## src/rtl/postcode_pkg.sv

```systemverilog
// postcode_pkg: shared definitions for the POST-code pulse link.
//   state_t          - receive/transmit state of the pulse decoder
//   *_DEF            - default timing and sizing constants
//   bit_below()      - which txshift bit is driven on the edge leaving BITn
package postcode_pkg;

    localparam int REFCLK_FREQ_DEF   = 48_000_000;
    localparam int TIMER_MAX_DEF     = 480;        // 10 us at 48 MHz
    localparam int SYNC_STAGES_DEF   = 3;
    localparam int FIFO_DEPTH_DEF    = 16;
    localparam int IGNORE_PULSES_DEF = 4;

    // BIT7..BIT0 are consecutive so the next bit state is state+1,
    // and BIT0+1 lands on IGN.
    typedef enum logic [3:0] {
        S_IDLE   = 4'd0,
        S_P1     = 4'd1,
        S_P2     = 4'd2,
        S_P3     = 4'd3,
        S_INPOLL = 4'd4,
        S_BIT7   = 4'd5,
        S_BIT6   = 4'd6,
        S_BIT5   = 4'd7,
        S_BIT4   = 4'd8,
        S_BIT3   = 4'd9,
        S_BIT2   = 4'd10,
        S_BIT1   = 4'd11,
        S_BIT0   = 4'd12,
        S_IGN    = 4'd13
    } state_t;

    // Edge in BITn answers with txshift[n-1].
    function automatic logic [2:0] bit_below(state_t s);
        logic [2:0] idx;
        idx = 3'd0;
        case (s)
            S_BIT7:  idx = 3'd6;
            S_BIT6:  idx = 3'd5;
            S_BIT5:  idx = 3'd4;
            S_BIT4:  idx = 3'd3;
            S_BIT3:  idx = 3'd2;
            S_BIT2:  idx = 3'd1;
            default: idx = 3'd0;
        endcase
        return idx;
    endfunction

endpackage

```

## src/rtl/post_fifo.sv

```systemverilog
// post_fifo: synchronous FIFO, power-of-two depth.
//   clk, rst     - clock, synchronous active-high reset (empties the FIFO)
//   push, wdata  - write request and data
//   pop, rdata   - read request; rdata is the current head (valid when !empty)
//   count        - occupancy 0..DEPTH
//   full, empty  - status flags
// Pointers carry one extra bit so full and empty are told apart by the MSB.
module post_fifo #(
    parameter int WIDTH = 8,
    parameter int DEPTH = 16
) (
    input  logic                     clk,
    input  logic                     rst,
    input  logic                     push,
    input  logic                     pop,
    input  logic [WIDTH-1:0]         wdata,
    output logic [WIDTH-1:0]         rdata,
    output logic [$clog2(DEPTH):0]   count,
    output logic                     full,
    output logic                     empty
);
    localparam int AW = $clog2(DEPTH);

    logic [WIDTH-1:0] mem [DEPTH];
    logic [AW:0]      wptr;
    logic [AW:0]      rptr;
    logic             wr_en;
    logic             rd_en;

    assign count = wptr - rptr;
    assign empty = (wptr == rptr);
    assign full  = (wptr[AW] != rptr[AW]) && (wptr[AW-1:0] == rptr[AW-1:0]);
    assign rdata = mem[rptr[AW-1:0]];

    // A pop frees the slot being written, so a full FIFO still accepts a
    // push in the same cycle; a pop on empty is simply dropped.
    assign wr_en = push && (!full || pop);
    assign rd_en = pop && !empty;

    always_ff @(posedge clk) begin
        if (rst) begin
            wptr <= '0;
            rptr <= '0;
        end else begin
            if (wr_en) wptr <= wptr + 1'b1;
            if (rd_en) rptr <= rptr + 1'b1;
        end
    end

    always_ff @(posedge clk) begin
        if (wr_en) mem[wptr[AW-1:0]] <= wdata;
    end

endmodule

```

## src/rtl/postcode_fifo.sv

```systemverilog
// postcode_fifo: POST-code pulse link between a target and a host.
//   refclk          - single clock
//   rst             - synchronous active-high reset
//   testreq         - async pulse train from the target
//   testack         - acknowledge back to the target (combinational)
//   rx_data/valid/ready - target->host bytes (FIFO head)
//   tx_data/valid/ready - host->target bytes (FIFO tail)
//   rx_count/tx_count   - FIFO occupancies
//   frame_err       - one-cycle pulse when a poll aborts a partial byte
// A burst of pulses ends after TIMER_MAX quiet ticks. 1 pulse = bit 1,
// 2 pulses = bit 0, 3 pulses = poll, 4 pulses = request a byte from the
// host which is then clocked out on testack one bit per further pulse.
module postcode_fifo
    import postcode_pkg::*;
#(
    parameter int REFCLK_FREQ   = REFCLK_FREQ_DEF,
    parameter int TIMER_MAX     = TIMER_MAX_DEF,
    parameter int SYNC_STAGES   = SYNC_STAGES_DEF,
    parameter int RX_DEPTH      = FIFO_DEPTH_DEF,
    parameter int TX_DEPTH      = FIFO_DEPTH_DEF,
    parameter int IGNORE_PULSES = IGNORE_PULSES_DEF
) (
    input  logic                        refclk,
    input  logic                        rst,
    input  logic                        testreq,
    output logic                        testack,
    output logic [7:0]                  rx_data,
    output logic                        rx_valid,
    input  logic                        rx_ready,
    input  logic [7:0]                  tx_data,
    input  logic                        tx_valid,
    output logic                        tx_ready,
    output logic [$clog2(RX_DEPTH):0]   rx_count,
    output logic [$clog2(TX_DEPTH):0]   tx_count,
    output logic                        frame_err
);
    localparam int             TW       = $clog2(TIMER_MAX + 2);
    localparam logic [TW-1:0]  T_SAT    = TW'(TIMER_MAX + 1);
    localparam logic [TW-1:0]  T_END    = TW'(TIMER_MAX);
    localparam logic [2:0]     IGN_LAST = 3'(IGNORE_PULSES);

    if (SYNC_STAGES < 2 || SYNC_STAGES > 4 || IGNORE_PULSES < 0 ||
        IGNORE_PULSES > 7 || REFCLK_FREQ <= 0) begin : g_param_err
        $error("postcode_fifo: parameter out of range");
    end

    logic [SYNC_STAGES-1:0] sync;
    logic [TW-1:0]          timer;
    logic                   pulse_edge;
    logic                   burst_end;
    state_t                 state;
    logic                   ack_int;
    logic [2:0]             bit_cnt;
    logic [2:0]             ign_cnt;
    logic [7:0]             rxshift;
    logic [7:0]             txshift;
    logic [7:0]             tx_head;
    logic                   rx_push;
    logic                   rx_full;
    logic                   rx_empty;
    logic                   tx_full;
    logic                   tx_empty;
    logic                   poll_fire;
    logic                   tx_take;

    // ---------------- synchroniser, edge and burst timer ----------------
    always_ff @(posedge refclk) begin
        if (rst) sync <= '0;
        else     sync <= {sync[SYNC_STAGES-2:0], testreq};
    end

    assign pulse_edge = sync[SYNC_STAGES-2] && !sync[SYNC_STAGES-1];

    // Saturates one past TIMER_MAX so burst_end is a single-cycle event.
    always_ff @(posedge refclk) begin
        if (rst)                     timer <= T_SAT;
        else if (sync[SYNC_STAGES-2]) timer <= '0;
        else if (timer != T_SAT)     timer <= timer + TW'(1);
    end

    assign burst_end = (timer == T_END);

    // testack follows the synchronised pulse so the target only sees an
    // answer that was computed for this very pulse.
    assign testack   = testreq && ack_int && sync[SYNC_STAGES-1] && !rst;
    assign frame_err = pulse_edge && !burst_end && (state == S_P2) &&
                       (bit_cnt != 3'd0) && !rst;

    // Edges that offer the host's next byte; a byte is taken only if one waits.
    assign poll_fire = pulse_edge && !burst_end &&
                       ((state == S_P3) ||
                        (state == S_INPOLL && !ack_int) ||
                        (state == S_IGN && ign_cnt == IGN_LAST));
    assign tx_take   = poll_fire && !tx_empty;

    // ---------------- pulse decoder ----------------
    always_ff @(posedge refclk) begin
        if (rst) begin
            state   <= S_IDLE;
            ack_int <= 1'b0;
            bit_cnt <= 3'd0;
            ign_cnt <= 3'd0;
            rxshift <= 8'h00;
            txshift <= 8'h00;
            rx_push <= 1'b0;
        end else begin
            rx_push <= 1'b0;
            if (burst_end) begin
                state <= S_IDLE;
                if (state == S_P1 || state == S_P2) begin
                    rxshift <= {rxshift[6:0], state == S_P1};
                    bit_cnt <= bit_cnt + 3'd1;
                    if (bit_cnt == 3'd7) rx_push <= 1'b1;
                end
            end else begin
                case (state)
                    S_IDLE: if (pulse_edge) begin
                        state   <= S_P1;
                        ack_int <= 1'b1;
                    end
                    S_P1: if (pulse_edge) begin
                        state   <= S_P2;
                        ack_int <= 1'b1;
                    end
                    S_P2: if (pulse_edge) begin
                        state   <= S_P3;
                        ack_int <= !rx_full;
                        bit_cnt <= 3'd0;
                    end
                    S_P3: if (pulse_edge) begin
                        state   <= S_INPOLL;
                        ack_int <= !tx_empty;
                        if (tx_take) txshift <= tx_head;
                    end
                    S_INPOLL: if (pulse_edge) begin
                        if (ack_int) begin
                            state   <= S_BIT7;
                            ack_int <= txshift[7];
                        end else begin
                            ack_int <= !tx_empty;
                            if (tx_take) txshift <= tx_head;
                        end
                    end
                    S_BIT7, S_BIT6, S_BIT5, S_BIT4, S_BIT3, S_BIT2, S_BIT1:
                        if (pulse_edge) begin
                            ack_int <= txshift[bit_below(state)];
                            state   <= state_t'(state + 4'd1);
                        end
                    S_BIT0: if (pulse_edge) begin
                        state   <= S_IGN;
                        ack_int <= 1'b0;
                        ign_cnt <= 3'd0;
                    end
                    S_IGN: if (pulse_edge) begin
                        if (ign_cnt == IGN_LAST) begin
                            state   <= S_INPOLL;
                            ack_int <= !tx_empty;
                            if (tx_take) txshift <= tx_head;
                        end else begin
                            ign_cnt <= ign_cnt + 3'd1;
                            ack_int <= 1'b0;
                        end
                    end
                    default: begin
                        state   <= S_IDLE;
                        ack_int <= 1'b0;
                    end
                endcase
            end
        end
    end

    // ---------------- FIFOs ----------------
    post_fifo #(.WIDTH(8), .DEPTH(RX_DEPTH)) u_rx_fifo (
        .clk   (refclk),
        .rst   (rst),
        .push  (rx_push),
        .pop   (rx_ready),
        .wdata (rxshift),
        .rdata (rx_data),
        .count (rx_count),
        .full  (rx_full),
        .empty (rx_empty)
    );

    post_fifo #(.WIDTH(8), .DEPTH(TX_DEPTH)) u_tx_fifo (
        .clk   (refclk),
        .rst   (rst),
        .push  (tx_valid && tx_ready),
        .pop   (tx_take),
        .wdata (tx_data),
        .rdata (tx_head),
        .count (tx_count),
        .full  (tx_full),
        .empty (tx_empty)
    );

    assign rx_valid = !rx_empty;
    assign tx_ready = !tx_full;

endmodule

```

## config.mk

```make
export PLATFORM = sky130hd
export DESIGN_NAME = postcode_fifo
export DESIGN_NICKNAME = d
export VERILOG_FILES = /design/src/rtl/postcode_pkg.sv /design/src/rtl/post_fifo.sv /design/src/rtl/postcode_fifo.sv
export SDC_FILE = /design/constraint.sdc
export NUM_CORES = 1
export LEC_CHECK = 0
export CAP_MARGIN = 10
export CORE_MARGIN = 2
export CORE_UTILIZATION = 56
export CTS_CLUSTER_DIAMETER = 30
export DETAILED_ROUTE_END_ITERATION = 8
export PLACE_DENSITY_LB_ADDON = 0.3
export SYNTH_ARGS = -nofsm -noshare
export SYNTH_HDL_FRONTEND = slang
export SYNTH_HIERARCHICAL = 1
export SYNTH_SLANG_ARGS = --single-unit
export TNS_END_PERCENT = 1
```

## constraint.sdc

```tcl
create_clock -name refclk -period 2.85 [get_ports refclk]
set_input_delay 0.57 -clock refclk [delete_from_list [all_inputs] [get_ports refclk]]
set_output_delay 0.57 -clock refclk [all_outputs]
set_load 0.02 [all_outputs]
```

==> flow_metrics.tcl <==
set metrics [dict create \
    final_area_um2 16600 \
    cts.sinks 324 \
    synthTopCellsByCount "edfxtp_1 (256), nor2_1 (79), dfxtp_1 (68)" \
    yosysSeqAreaShare_pct 66.5 \
    portBuffers 34 \
    dieArea_um2 25500 \
    p_total_mw 12.6 \
    ys_ff_latch 324 \
    syn-num-nets 896 \
    synth.avg_cell_area_um2 16.0 \
    required_ns 3.03 \
    whs_ns 0.254 \
    synth_area_um2 13600 \
    skew_ns 0.0310 \
    cts_tree "yes" \
    yosysMostFrequentCell "edfxtp_1" \
    report.final.slew_viol_count 0 \
    cap_violations 0 \
    post-place-ws_ns -0.140 \
    ys_warn_count 6 \
    cp.arrival_ns 3.00 \
    power_density_nw_per_um2 757 \
    worst_slack_ns 0.0329 \
    synth_cells 850 \
    utilization_pct 68.9 \
    grt_antenna_before_repair 0 \
    tightest_slew_ns 0.898 \
    synth_top_cells_by_area "edfxtp_1 (57%), mux4_2 (11%), dfxtp_1 (10%)" \
    routedWlPerCell_um 21.4 \
    start_kind "register" \
    grt_max_degree 63 \
    slew_headroom_pct 39.9 \
    slowest_stage "nor2_1" \
    cts_setup_buffers 0 \
    setup_viol 0 \
    ios 35 \
    die_h_um 160 \
    die_w_um 160 \
    syn_to_final_growth_pct 22.2 \
    grtUsageTotal_pct 22.9 \
    drtPass1Iterations 5 \
    crit_buf_inv 3 \
    hpwl_um 17500 \
    status "finished clean" \
    gp_congestion 0.853 \
    num_vias 7765 \
    ys_types 74 \
    start_util_pct 56.4 \
    vias_per_cell 5.78 \
    cpMostUsedCell "buf_4" \
    routed_wl_um 28800 \
    cts.path.max_buffers 3 \
    critical_path.cell_chain "inv_1 > ha_1 > nor4bb_1 > a221oi_2 > nor3_2 > buf_4 > o31a_1 > buf_4 > nand2_1 > nor2_1" \
    critical_path_class "register to register" \
    grt_setup_unrepaired "yes" \
    cpPeakStageDelay_ns 0.65 \
    clockRootBuffer "clkbuf_16" \
    cp-end-kind "register" \
    drtIter0Drc 453 \
    ant_nets 0 \
    numCtsBuffers 53 \
    ctsHoldBuffers 0 \
    timing.final.crit_share_pct 98.8 \
    worst-path-max-fanout 8 \
    gr-total-overflow 0 \
    n_antenna_cell 0 \
    synth_edf_count 256 \
    min_period_ns 2.82 \
    ir_worst_vdd_mv 0.697 \
    drive_gt1_share_pct 29.1 \
    clk_pin_slew_ns 0.05 \
    synth_top_cell_by_area "edfxtp_1" \
    synthArstFlopShare_pct 0 \
    core_um2 24100 \
    layout.nets 1021 \
    synth_top_area_share_pct 56.5 \
    clkLatencyLatePin_ns 0.57 \
    hold_viol 0 \
    holdCritPathClass "input pin to register" \
    num_rows 57 \
    grt_pass1_vias 7983 \
    fmax_mhz 355 \
    synthFlopType "edfxtp_1" \
    grt_first_pass_wirelength_um 44700 \
    htreeDepth 2 \
    drc_errors 0 \
    cp_top_family "simple AND/OR/NAND/NOR gates" \
    placed_cell_area_um2 14800 \
    cellLeakagePower_nw 5.75 \
]
==> worst paths after layout <==
kind	slack, ns	to	cells after the start	start
worst max-delay path	0.03	u_tx_fifo/mem[12][2]	10	state[0]
worst min-delay path	0.25	sync[0]	2	rst
worst max register to register	0.03	u_tx_fifo/mem[12][2]	10	state[0]
worst min register to register	0.43	sync[1]	1	sync[0]
==> sequential cells by signal, indices dropped and copies added, names as in the netlist, named ones only <==
name / count
ack_int: 1
u_rx_fifo/mem: 128
u_tx_fifo/rptr: 5
sync: 3
bit_cnt: 3
txshift: 8
u_rx_fifo/rptr: 5
u_tx_fifo/mem: 128
timer: 9
u_tx_fifo/wptr: 5
u_rx_fifo/wptr: 5
ign_cnt: 3
rxshift: 8
state: 4
rx_push: 1
==> metal layers <==
metal	vias up	track usage, %	wire (um)
met4	0	7.94	736
met1	3870	30.2	11600
met2	265	38.9	14800
met3	60	4.16	1630
li1	3570	-	-
met5	-	0	0
==> metrics by stage <==
step,cells,setup TNS [ns]
6_report,1343,0
3_5_place_dp,1243,-10.11
5_1_grt,1343,-4.80
2_1_floorplan,850,-0.890
3_3_place_gp,1243,-8.44
4_1_cts,1343,-0.323
==> cell usage in the layout, fill, tap and decap left out, drive strengths merged, types with 5 or more instances in the layout <==
cell type and instances:
and3 8, clkbuf 64, nor3 17, mux2i 21, clkinv 9, edfxtp 256, dfxtp 68, nand2 36
a21o 5, inv 46, a21oi 19, o21ai 11, nor2b 9, nand3 9, xnor2 12, nand2b 8
a22oi 33, xor2 17, nor2 81, dlygate4sd2 9, clkinvlp 10, ha 31, clkdlybuf4s50 14, mux4 64
buf 83, o21bai 7
==> where the power goes <==
part | switching, mW | internal (mW) | leakage (nW)
clock network | 2.40 | 3.83 | 0.841
registers | 0.0589 | 5.15 | 2.90
logic | 0.662 | 0.471 | 2.01
total | 3.12 | 9.45 | 5.75
==> logic make-up (layout without fill, tap and decap cells) <==
| group | Yosys count | after routing | synth area share (%) |
|---|---|---|---|
| DFF | 324 | 324 | 66.5 |
| and+or+nand+nor | 200 | 200 | 7.52 |
| AOI/OAI and AO/OA | 106 | 106 | 5.93 |
| muxes | 88 | 88 | 12.4 |
| buffers and inverters | 70 | 239 | 2.36 |
| adders and majority gates | 33 | 33 | 3.15 |
| xor gates and xnor gates | 29 | 29 | 2.09 |
==> area by class of cell <==
cell class	instances	area (um^2)
Timing Repair Buffer	110	923
Inverter	30	113
Clock buffer	61	1370
Multi-Input combinational cell	456	4340
Tap cell	324	405
Sequential cell	324	9060
Fill cell	1613	7490
Clock inverter	38	413
==> timing repair <==
item	4_1_cts	5_1_grt
gates cloned	1	0
setup endpoints to repair	114	114
resized for setup	49	29
pin swaps	1	1
(Power assumes the default switching activity.)
